**src/rtl/hazard_if.sv**
```systemverilog
// Hazard-control bundle between the pipeline datapath and hazard_ctrl.
// master = pipeline side (drives ID/EX status), slave = controller.
interface hazard_if;
  logic       MemRead_EX;
  logic [2:0] rtaddr_EX;
  logic [2:0] rsaddr_ID;
  logic [2:0] rtaddr_ID;
  logic       UsesRt_ID;
  logic       BranchTaken_EX;
  logic       MultiCycle_EX;
  logic       PCWrite;
  logic       IFIDwrite;
  logic       IFIDflush;
  logic       IDEXflush;
  logic       mc_start;
  logic       mc_done;

  modport master (
    output MemRead_EX, rtaddr_EX, rsaddr_ID, rtaddr_ID, UsesRt_ID, BranchTaken_EX, MultiCycle_EX,
    input  PCWrite, IFIDwrite, IFIDflush, IDEXflush, mc_start, mc_done
  );

  modport slave (
    input  MemRead_EX, rtaddr_EX, rsaddr_ID, rtaddr_ID, UsesRt_ID, BranchTaken_EX, MultiCycle_EX,
    output PCWrite, IFIDwrite, IFIDflush, IDEXflush, mc_start, mc_done
  );
endinterface

```
**src/rtl/hazard_ctrl.sv**
```systemverilog
// Pipeline sequencing controller: load-use stall, EX branch flush, multi-cycle EX hold.
// Define HAZARD_PERF_EN to add saturating stall_cnt/flush_cnt performance counters.
module hazard_ctrl #(
  parameter int unsigned MC_CYCLES = 4
) (
  input  logic       clk_i,
  input  logic       rst_n,
  hazard_if.slave    hz
`ifdef HAZARD_PERF_EN
  ,
  output logic [15:0] stall_cnt,
  output logic [15:0] flush_cnt
`endif
);

  typedef enum logic {StRun, StMcBusy} state_e;

  localparam bit          McMulti    = (MC_CYCLES > 1);
  localparam int unsigned CntInitInt = McMulti ? (MC_CYCLES - 2) : 0;
  localparam logic [3:0]  CntInit    = CntInitInt[3:0];

  state_e     state_q, state_d;
  logic [3:0] cnt_q, cnt_d;

  logic load_use;
  logic pc_write, ifid_write, ifid_flush, idex_flush, mc_start, mc_done;

  // A load into r0 never creates a dependency.
  assign load_use = hz.MemRead_EX && (hz.rtaddr_EX != 3'd0) &&
                    ((hz.rtaddr_EX == hz.rsaddr_ID) ||
                     (hz.UsesRt_ID && (hz.rtaddr_EX == hz.rtaddr_ID)));

  always_ff @(posedge clk_i or negedge rst_n) begin
    if (!rst_n) begin
      state_q <= StRun;
      cnt_q   <= 4'd0;
    end else begin
      state_q <= state_d;
      cnt_q   <= cnt_d;
    end
  end

  always_comb begin
    state_d = state_q;
    cnt_d   = cnt_q;
    unique case (state_q)
      StRun: begin
        if (!hz.BranchTaken_EX && hz.MultiCycle_EX && McMulti) begin
          state_d = StMcBusy;
          cnt_d   = CntInit;
        end
      end
      StMcBusy: begin
        if (cnt_q == 4'd0) begin
          state_d = StRun;
        end else begin
          cnt_d = cnt_q - 4'd1;
        end
      end
    endcase
  end

  always_comb begin
    pc_write   = 1'b1;
    ifid_write = 1'b1;
    ifid_flush = 1'b0;
    idex_flush = 1'b0;
    mc_start   = 1'b0;
    mc_done    = 1'b0;
    if (!rst_n) begin
      pc_write   = 1'b0;
      ifid_write = 1'b0;
      ifid_flush = 1'b1;
      idex_flush = 1'b1;
    end else begin
      unique case (state_q)
        StRun: begin
          if (hz.BranchTaken_EX) begin
            ifid_flush = 1'b1;
            idex_flush = 1'b1;
          end else if (hz.MultiCycle_EX) begin
            mc_start   = 1'b1;
            mc_done    = !McMulti;
            pc_write   = 1'b0;
            ifid_write = 1'b0;
            idex_flush = 1'b1;
          end else if (load_use) begin
            pc_write   = 1'b0;
            ifid_write = 1'b0;
            idex_flush = 1'b1;
          end
        end
        StMcBusy: begin
          pc_write   = 1'b0;
          ifid_write = 1'b0;
          idex_flush = 1'b1;
          mc_done    = (cnt_q == 4'd0);
        end
      endcase
    end
  end

  assign hz.PCWrite   = pc_write;
  assign hz.IFIDwrite = ifid_write;
  assign hz.IFIDflush = ifid_flush;
  assign hz.IDEXflush = idex_flush;
  assign hz.mc_start  = mc_start;
  assign hz.mc_done   = mc_done;

`ifdef HAZARD_PERF_EN
  logic [15:0] stall_cnt_q, stall_cnt_d;
  logic [15:0] flush_cnt_q, flush_cnt_d;
  logic        branch_flush;

  assign branch_flush = (state_q == StRun) && hz.BranchTaken_EX;

  always_comb begin
    stall_cnt_d = stall_cnt_q;
    flush_cnt_d = flush_cnt_q;
    if (!pc_write && (stall_cnt_q != 16'hFFFF)) stall_cnt_d = stall_cnt_q + 16'd1;
    if (branch_flush && (flush_cnt_q != 16'hFFFF)) flush_cnt_d = flush_cnt_q + 16'd1;
  end

  always_ff @(posedge clk_i or negedge rst_n) begin
    if (!rst_n) begin
      stall_cnt_q <= 16'd0;
      flush_cnt_q <= 16'd0;
    end else begin
      stall_cnt_q <= stall_cnt_d;
      flush_cnt_q <= flush_cnt_d;
    end
  end

  assign stall_cnt = stall_cnt_q;
  assign flush_cnt = flush_cnt_q;
`endif

endmodule

```
**src/flat_wrapper.sv**
```systemverilog
// flat-port wrapper written by rule: the top's interface ports become plain ports
module hazard_ctrl_flat 
#(
  parameter int unsigned MC_CYCLES = 4
)
  (clk_i, rst_n, hz_MemRead_EX, hz_rtaddr_EX, hz_rsaddr_ID, hz_rtaddr_ID, hz_UsesRt_ID, hz_BranchTaken_EX, hz_MultiCycle_EX, hz_PCWrite, hz_IFIDwrite, hz_IFIDflush, hz_IDEXflush, hz_mc_start, hz_mc_done);
  hazard_if hz_i ();
  input  logic clk_i;
  input  logic rst_n;
  input wire logic [$bits(hz_i.MemRead_EX)-1:0] hz_MemRead_EX;
  input wire logic [$bits(hz_i.rtaddr_EX)-1:0] hz_rtaddr_EX;
  input wire logic [$bits(hz_i.rsaddr_ID)-1:0] hz_rsaddr_ID;
  input wire logic [$bits(hz_i.rtaddr_ID)-1:0] hz_rtaddr_ID;
  input wire logic [$bits(hz_i.UsesRt_ID)-1:0] hz_UsesRt_ID;
  input wire logic [$bits(hz_i.BranchTaken_EX)-1:0] hz_BranchTaken_EX;
  input wire logic [$bits(hz_i.MultiCycle_EX)-1:0] hz_MultiCycle_EX;
  output wire logic [$bits(hz_i.PCWrite)-1:0] hz_PCWrite;
  output wire logic [$bits(hz_i.IFIDwrite)-1:0] hz_IFIDwrite;
  output wire logic [$bits(hz_i.IFIDflush)-1:0] hz_IFIDflush;
  output wire logic [$bits(hz_i.IDEXflush)-1:0] hz_IDEXflush;
  output wire logic [$bits(hz_i.mc_start)-1:0] hz_mc_start;
  output wire logic [$bits(hz_i.mc_done)-1:0] hz_mc_done;
  assign hz_i.MemRead_EX = hz_MemRead_EX;
  assign hz_i.rtaddr_EX = hz_rtaddr_EX;
  assign hz_i.rsaddr_ID = hz_rsaddr_ID;
  assign hz_i.rtaddr_ID = hz_rtaddr_ID;
  assign hz_i.UsesRt_ID = hz_UsesRt_ID;
  assign hz_i.BranchTaken_EX = hz_BranchTaken_EX;
  assign hz_i.MultiCycle_EX = hz_MultiCycle_EX;
  assign hz_PCWrite = hz_i.PCWrite;
  assign hz_IFIDwrite = hz_i.IFIDwrite;
  assign hz_IFIDflush = hz_i.IFIDflush;
  assign hz_IDEXflush = hz_i.IDEXflush;
  assign hz_mc_start = hz_i.mc_start;
  assign hz_mc_done = hz_i.mc_done;
  hazard_ctrl #(.MC_CYCLES(MC_CYCLES)) u_core (.clk_i(clk_i), .rst_n(rst_n), .hz(hz_i));
endmodule
```
**config.mk**
```make
export PLATFORM = sky130hd
export DESIGN_NAME = hazard_ctrl_flat
export DESIGN_NICKNAME = d
export VERILOG_FILES = /design/src/rtl/hazard_if.sv /design/src/rtl/hazard_ctrl.sv /design/src/flat_wrapper.sv
export SDC_FILE = /design/constraint.sdc
export NUM_CORES = 1
export LEC_CHECK = 0
export CORE_AREA = 2 2 39 41
export DETAILED_ROUTE_END_ITERATION = 6
export DIE_AREA = 0 0 41 43
export GPL_TIMING_DRIVEN = 1
export PLACE_DENSITY = 0.62
export SLEW_MARGIN = 10
export SYNTH_ARGS = -nofsm -noshare
export SYNTH_HDL_FRONTEND = slang
export SYNTH_SLANG_ARGS = --single-unit
```
**constraint.sdc**
```tcl
create_clock -name clk_i -period 2.22 [get_ports clk_i]
set_input_delay 0.444 -clock clk_i [delete_from_list [all_inputs] [get_ports clk_i]]
set_output_delay 0.444 -clock clk_i [all_outputs]
set_load 0.02 [all_outputs]
```
## Word level (Yosys, flattened, before mapping)

Cells that the tools add are included.

- Bitwise gates (word level): 1
- Div/mod/pow operators: 0
- $add $sub $neg: 1
- Reduce and logical (&&, ||, !) cells: 9
- Multiply operators: 0
- Equality and inequality tests: 4
- Shift-type cells: 0
- Magnitude comparators: 0
- Multiplexer cells: 25

Operators by type and width:

| kind | count |
|---|---|
| 2-to-1 mux 1 bit | 18 |
| 2-to-1 mux 4 bit | 2 |
| case mux 1 bit (2 select lines) | 4 |
| case mux 4 bit (2 select lines) | 1 |
| == test 3 bit | 2 |
| logical AND 1 bit | 4 |
| zero test 4 bit | 1 |
| subtractor 4 x 1 -> 4 bit (second input constant) | 1 |
| nonzero test 3 bit | 1 |
| inequality test 2 x 1 -> 1 bit (second input constant) | 1 |
| inequality test 2 bit (second input constant) | 1 |
| AND reduction 2 bit | 1 |
| zero test 1 bit | 1 |
| logical OR 1 bit | 1 |
| NOT 1 bit | 1 |

- Bits in latches: 0
- Word-level logic and storage cells: 42
- RAM bits: 0
- Memories: 0
- Bits in registers: 5
- Memory bits (read-only): 0
- Bits of input ports: 15

## Depth between registers and ports, before layout

Gate-level depths: netlist of the first run.

- Depth in word-level cells: 9
- Depth in mapped cells: 6
- Depth with buffers taken out: 6

## Worst setup path before layout of the first run

Ideal clock, no wire load.

- Path kind: register to output
- From: register u_core.cnt_q[0]
- To: output port hz_mc_done
- Cell stages (with the launch flop): 5
- Arrival time: 1.431 ns
- Setup slack: 0.345 ns
- Path buffers: 0
- Cells stage by stage: dfrtp_1 > inv_1 > ha_1 > nand2b_1 > nor4b_1

- Cells in the longest elaborated chain, start to end: 3

Ends and longest elaborated chain:

| what | line | source |
|---|---|---|
| start: declaration | hazard_ctrl.sv:23 | `logic [3:0] cnt_q, cnt_d;` |
| start signal: assignment | hazard_ctrl.sv:39 | `cnt_q <= cnt_d;` |
| zero test 4 bit | hazard_ctrl.sv:97 | `mc_done = (cnt_q == 4'd0);` |
| case mux 1 bit (2 select lines) | hazard_ctrl.sv:76 | `unique case (state_q)` |
| 2-to-1 mux 1 bit | hazard_ctrl.sv:70 | `if (!rst_n) begin` |
| end: declaration | flat_wrapper.sv:22 | `output wire logic [$bits(hz_i.mc_done)-1:0] hz_mc_done;` |

No other way between the ends.

## Final worst setup path of the first run

- From: input port hz_rtaddr_EX[2]
- To: output port hz_IDEXflush

- Cells in the longest elaborated chain, start to end: 9
- Elaborated cells between the ends (all ways): 12

Ends and longest elaborated chain:

| what | line | source |
|---|---|---|
| start: declaration | flat_wrapper.sv:11 | `input wire logic [$bits(hz_i.rtaddr_EX)-1:0] hz_rtaddr_EX;` |
| == test 3 bit | hazard_ctrl.sv:31 | `(hz.UsesRt_ID && (hz.rtaddr_EX == hz.rtaddr_ID)));` |
| logical AND 1 bit | hazard_ctrl.sv:31 |  |
| logical OR 1 bit | hazard_ctrl.sv:30 | `((hz.rtaddr_EX == hz.rsaddr_ID) \|\|` |
| logical AND 1 bit (*) | hazard_ctrl.sv:29 | `assign load_use = hz.MemRead_EX && (hz.rtaddr_EX != 3'd0) &&` |
| 2-to-1 mux 1 bit (*) | hazard_ctrl.sv:87 | `end else if (load_use) begin` |
| 2-to-1 mux 1 bit (*) | hazard_ctrl.sv:81 | `end else if (hz.MultiCycle_EX) begin` |
| 2-to-1 mux 1 bit (*) | hazard_ctrl.sv:78 | `if (hz.BranchTaken_EX) begin` |
| case mux 1 bit (2 select lines) (*) | hazard_ctrl.sv:76 |  |
| 2-to-1 mux 1 bit (*) | hazard_ctrl.sv:70 |  |
| end: declaration | flat_wrapper.sv:20 | `output wire logic [$bits(hz_i.IDEXflush)-1:0] hz_IDEXflush;` |

Mark *: on every way between the ends. The rest lies on a longest branch, timed or not.

==> flow_summary.yaml, run 1 <==
clock_tree:
  cts.sinks: 5
  holdBufCountCts: 0
  root_buffer: "clkbuf_4"
  cts_max_level: 1
  cts_buffers: 3
  cts_tree: "yes"
  clk_latency_ns: 0.24
  path_clk_slew_ns: 0.05
  cts_buffer_depth: 2
timing:
  hold_viol_final: 0
  slew_headroom_pct: 83.8
  setup_tns_ns: 0
  worstMarginPinSlew_ns: 0.239
  period_share_pct: 99.3
  rsz0062_at_grt: "yes"
  setup_viol: 0
  whs_ns: 0.509
  skew_ns: 0.00191
  slew_viol_final: 0
  fmax_ghz: 0.454
  fin_crit_ns: 2.20
yosys:
  syn_nets: 62
  yosys-top-cells-area: "dfrtp_1 32%, xnor2_1 14%, mux2i_1 5.2%, nand2_1 4.9%, nand2b_1 4.9%"
  synth.top_cell.area_share_pct: 32.5
  yosysUniqueCellTypes: 20
  ys_warn_count: 0
  ys_seq_area_share_pct: 32.5
  synth_area_leader_cell: "dfrtp_1"
  synth_area_per_cell_sq_um: 8.38
  syn_inst: 46
  syn_area_sq_um: 385
  ys_ff_latch: 5
drt:
  wl_per_cell_um: 11.2
  drc_errors: 0
  drt_first_pass_iters: 4
  drt_iter0_drc: 3
  wl_um: 974
  dr_total_vias: 395
  ant_nets: 0
  drt-vias-per-instance: 4.54
global_routing:
  grt_pass1_vias: 357
  overflow: 0
  grt_use_total_pct: 12.3
  antenna_found_initial: 0
  grt_first_pass_wirelength_mm: 1.47
  grt_max_degree: 10
floorplanning:
  dieArea_sq_um: 1760
  rows: 14
  io_pins: 21
  core_sq_um: 1380
  start_util_pct: 27.8
  die_h_um: 43
  die_w_um: 41
placement:
  io_buffers: 20
  globalplace.congestion: 0.765
  place_hpwl_um: 734
  placed_area_sq_um: 613
finish:
  antennaDiodeCount: 0
  stdcell_area_sq_um: 662
  nets: 88
  seqCellArea_sq_um: 125
  area_delta_synth_final_pct: 71.8
  fillers: 143
  multi_input_area_sq_um: 243
  final_cell_mix: "7 x dlymetal6s2s_1, 6 x xnor2_1, 5 x nand2_1, 5 x clkdlybuf4s50_1, 5 x dfrtp_1"
  layout-drive-gt1-share_pct: 18.3
  final_common_cell: "dlymetal6s2s_1"
critical_path:
  crit_required_ns: 1.78
  cp-start-kind: "primary input"
  cp-end-kind: "output pin"
  worstSetupPathType: "in -> out"
  worstPathArrival_ns: 1.76
  r2r_setup_slack_ns: 0.75
  crit_fanout: 3
flow_run:
  maxCapViolCount: 0
min_path:
  hp-class: "reg -> reg"
pwr:
  p_per_area_nw_per_um2: 827
  p_leak_nw: 0.338
  peakVddDrop_mv: 0.496
  power_mw: 0.547
outcome:
  status: "finished clean"
==> logic make-up after synthesis <==
logic type                 after synthesis  synth area share, %
and+or+nand+nor                         17                 23.7
buffers and inverters                    6                 7.79
muxes                                    3                 8.12
DFF                                      5                 32.5
adders and majority gates                1                 3.25
xor gates and xnor gates                 6                 13.6
AOI/OAI and AO/OA                        8                 11.0
==> repair_timing <==
action | CTS | global route
setup endpoints to repair | 5 | 4
resized for setup | 14 | 15
setup buffers | 0 | 0
pin swaps | 1 | 4
==> worst max-delay path, cell delays in order <==
cell	delay, ns
dlygate4sd2_1	0.28
o31ai_2	0.30
a21oi_2	0.06
or4_4	0.53
buf_6	0.14
==> per-stage QoR <==
stage / std cells / util, % / setup slack (ns)
4_1_cts: 87 / 45.5 / -0.0118
2_1_floorplan: 46 / - / 0.345
3_3_place_gp: 83 / 44.3 / -0.512
3_5_place_dp: 83 / 44.3 / -0.507
6_report: 87 / 47.8 / 0.0159
5_1_grt: 87 / 47.8 / -0.0250
==> cells in the mapped netlist <==
cell type,number
a21oi_1,3
buf_4,2
dfrtp_1,5
ha_1,1
inv_1,4
mux2_2,1
mux2i_1,2
nand2_1,5
nand2b_1,3
nand3_1,1
nand4_1,1
nor2_1,3
nor3_1,1
nor4b_1,1
o21ai_0,2
o21ai_1,2
o31ai_1,1
or4_1,1
or4b_1,1
xnor2_1,6
==> worst paths after layout <==
kind | from | endpoint | cells past startpoint
worst max-delay path | hz_rtaddr_EX[2] | hz_IDEXflush | 5
worst min-delay path | u_core.cnt_q[0] | u_core.cnt_q[0] | 1
worst max register to register | u_core.cnt_q[0] | u_core.cnt_q[1] | 6
worst min register to register | u_core.cnt_q[0] | u_core.cnt_q[0] | 1
max in group asynchronous | rst_n | u_core.cnt_q[3] | 2
min in group asynchronous | rst_n | u_core.state_q | 2
==> layout make-up <==
type                    count  area share (%)
well taps                  16            3.02
inverters                   4            2.27
multi-input cells          35            36.7
repair buffers             23            35.2
clock buffers               4            3.97
flip-flops and latches      5            18.9
==> state kept, by name (all words and copies together), names as in the netlist <==
| name | flops |
|---|---|
| u_core.cnt_q | 4 |
| u_core.state_q | 1 |
==> report_power, final <==
part / switching (mW) / internal [mW] / total [mW] / leakage (nW)
registers: 0.0350 / 0.135 / 0.170 / 0.0604
clock network: 0.0376 / 0.0680 / 0.106 / 0.0150
logic: 0.131 / 0.141 / 0.272 / 0.263
==> metal layers <==
layer	vias up	GRT usage, %	share of wire [%]
li1	207	-	-
met1	180	14.9	42
met2	8	19.4	54
met3	0	3.14	4.0
met4	0	6.00	0
met5	-	0	0
Note: power is estimated with default switching activity, not from simulation.
==> inputs of run 2 (changes only) <==
TNS_END_PERCENT = 30   (was not set)
==> run 2 against run 1 <==
  * Worst hold slack did not move
  * Non-clock buffer count is the same
  * Count of clock-buffer cells in the layout is the same
  * Die area is the same
  * Cell area down 0.57%
  * Sequential cell count unchanged
  * Clock skew is the same
  * Combinational power is essentially flat
  * Critical path type unchanged
  * Largest cell class unchanged
  * Largest power group unchanged
  * Highest routed layer unchanged
==> flow_summary.yaml, run 2 (synthesis results as in run 1) <==
outcome:
  status: "finished clean"
finish:
  top_regs: "u_core.cnt_q: 4 flops, u_core.state_q: 1 flops"
  final_common_cell: "dlymetal6s2s_1"
  largest_reg_flops: 4
  top_register: "u_core.cnt_q"
  layout-drive-gt1-share_pct: 16.9
  nets: 88
  antennaDiodeCount: 0
  final_cell_mix: "7 x dlymetal6s2s_1, 6 x xnor2_1, 6 x dlygate4sd2_1"
  area_delta_synth_final_pct: 70.8
critical_path:
  cp-end-kind: "output pin"
  max_stage_delay_ns: 0.53
  crit_required_ns: 1.78
  crit_fanout: 3
  cp-start-kind: "primary input"
  worstSetupPathType: "in -> out"
  crit_chain: "dlygate4sd2_1 > o31ai_2 > a21oi_2 > or4_4 > buf_6"
  slowest_stage: "or4_4"
  crit_family: "simple AND/OR/NAND/NOR gates"
  worstPathBufferInverterCount: 2
  worstPathArrival_ns: 1.76
timing:
  setup_slack_ns: 0.0170
  setup_tns_ns: 0
  slew_viol_final: 0
  slew_headroom_pct: 83.8
  period_share_pct: 99.2
  rsz0062_at_grt: "yes"
  setup_viol: 0
  skew_ns: 0.00191
  worstMarginPinSlew_ns: 0.239
  fmax_ghz: 0.454
  hold_viol_final: 0
  fin_crit_ns: 2.20
global_routing:
  grt_pass1_vias: 357
  grt_util_met3_pct: 3.14
  antenna_found_initial: 0
  overflow: 0
  grt_first_pass_wirelength_mm: 1.47
  use_met1_pct: 14.9
  grt_use_total_pct: 12.3
  grt_max_degree: 10
  grtUsageMet2_pct: 19.4
  grt_busiest_layer: "met2"
flow_run:
  maxCapViolCount: 0
drt:
  drt_iter0_drc: 4
  wl_per_cell_um: 11.1
  dr_total_vias: 395
  wl_um: 970
  drt_first_pass_iters: 4
  drc_errors: 0
  ant_nets: 0
  drt-vias-per-instance: 4.54
pwr:
  p_leak_nw: 0.344
  p_per_area_nw_per_um2: 827
  peakVddDrop_mv: 0.496
clock_tree:
  cts_tree: "yes"
  cts_max_level: 1
  root_buffer: "clkbuf_4"
  path_clk_slew_ns: 0.05
  cts_buffer_depth: 2
  cts_buffers: 3
  clk_latency_ns: 0.24
  cts.sinks: 5
  postCtsSetupBuffers: 0
floorplanning:
  start_util_pct: 27.8
  die_h_um: 43
  die_w_um: 41
  core_sq_um: 1380
  io_pins: 21
  rows: 14
  dieArea_sq_um: 1760
placement:
  globalplace.congestion: 0.765
  io_buffers: 20
  place_hpwl_um: 734
  pre_cts_ws_ns: -0.507
min_path:
  hp-class: "reg -> reg"
[run 2: repair_timing]
action                                  CTS  global route
hold endpoints to repair                  0             0
endpoints found under the setup margin    5             5
resized for setup                        11            15
hold buffers                              0             0
pin swaps                                 1             4
[run 2: area by class of cell]
| type | count | area (sq um) |
|---|---|---|
| flip-flops and latches | 5 | 125 |
| fillers | 142 | 726 |
| inverters | 4 | 15.0 |
| well taps | 16 | 20.0 |
| repair buffers | 23 | 229 |
| clock buffers | 4 | 26.3 |
| multi-input cells | 35 | 243 |
[run 2: where the power goes]
| group | leakage, nW | switching (mW) | internal, mW |
|---|---|---|---|
| logic | 0.269 | 0.131 | 0.138 |
| clock network | 0.0150 | 0.0376 | 0.0680 |
| registers | 0.0604 | 0.0350 | 0.135 |
| total | 0.344 | 0.203 | 0.341 |
[run 2: path summary, 6_finish.rpt]
| check | from | end | slack [ns] | cells past startpoint |
|---|---|---|---|---|
| min in group asynchronous | rst_n | u_core.state_q | 0.53 | 2 |
| worst max register to register | u_core.cnt_q[0] | u_core.cnt_q[1] | 0.75 | 6 |
| worst max-delay path | hz_rtaddr_EX[2] | hz_IDEXflush | 0.02 | 5 |
| worst min-delay path | u_core.cnt_q[0] | u_core.cnt_q[0] | 0.51 | 1 |
| worst min register to register | u_core.cnt_q[0] | u_core.cnt_q[0] | 0.51 | 1 |
| max in group asynchronous | rst_n | u_core.cnt_q[3] | 1.58 | 2 |
[run 2: per-stage QoR]
stage                     power, mW  std cells  util [%]  hold WS, ns  instance area, sq um
after CTS                     0.548         87      45.2        0.506                   626
final                         0.544         87      47.6        0.509                   658
after global placement        0.445         83      44.3        0.488                   613
after detailed placement      0.452         83      44.3        0.501                   613
after global routing          0.599         87      47.6        0.518                   658
after floorplan               0.358         46         -        0.148                   385
[run 2: metal layers]
metal | wire [um] | part of all wire (%) | up-vias
li1 | - | - | 207
met1 | 403 | 42 | 180
met2 | 530 | 55 | 8
met3 | 36 | 3.7 | 0
met4 | 0 | 0 | 0
met5 | 0 | 0 | -
[run 2: worst register-to-register path, cell delays in order (launching register included)]
cell      delay (ns)
dfrtp_1         0.38
inv_1           0.06
ha_1            0.23
nand2b_1        0.10
o21ai_1         0.07
o21ai_1         0.15
mux2_2          0.36
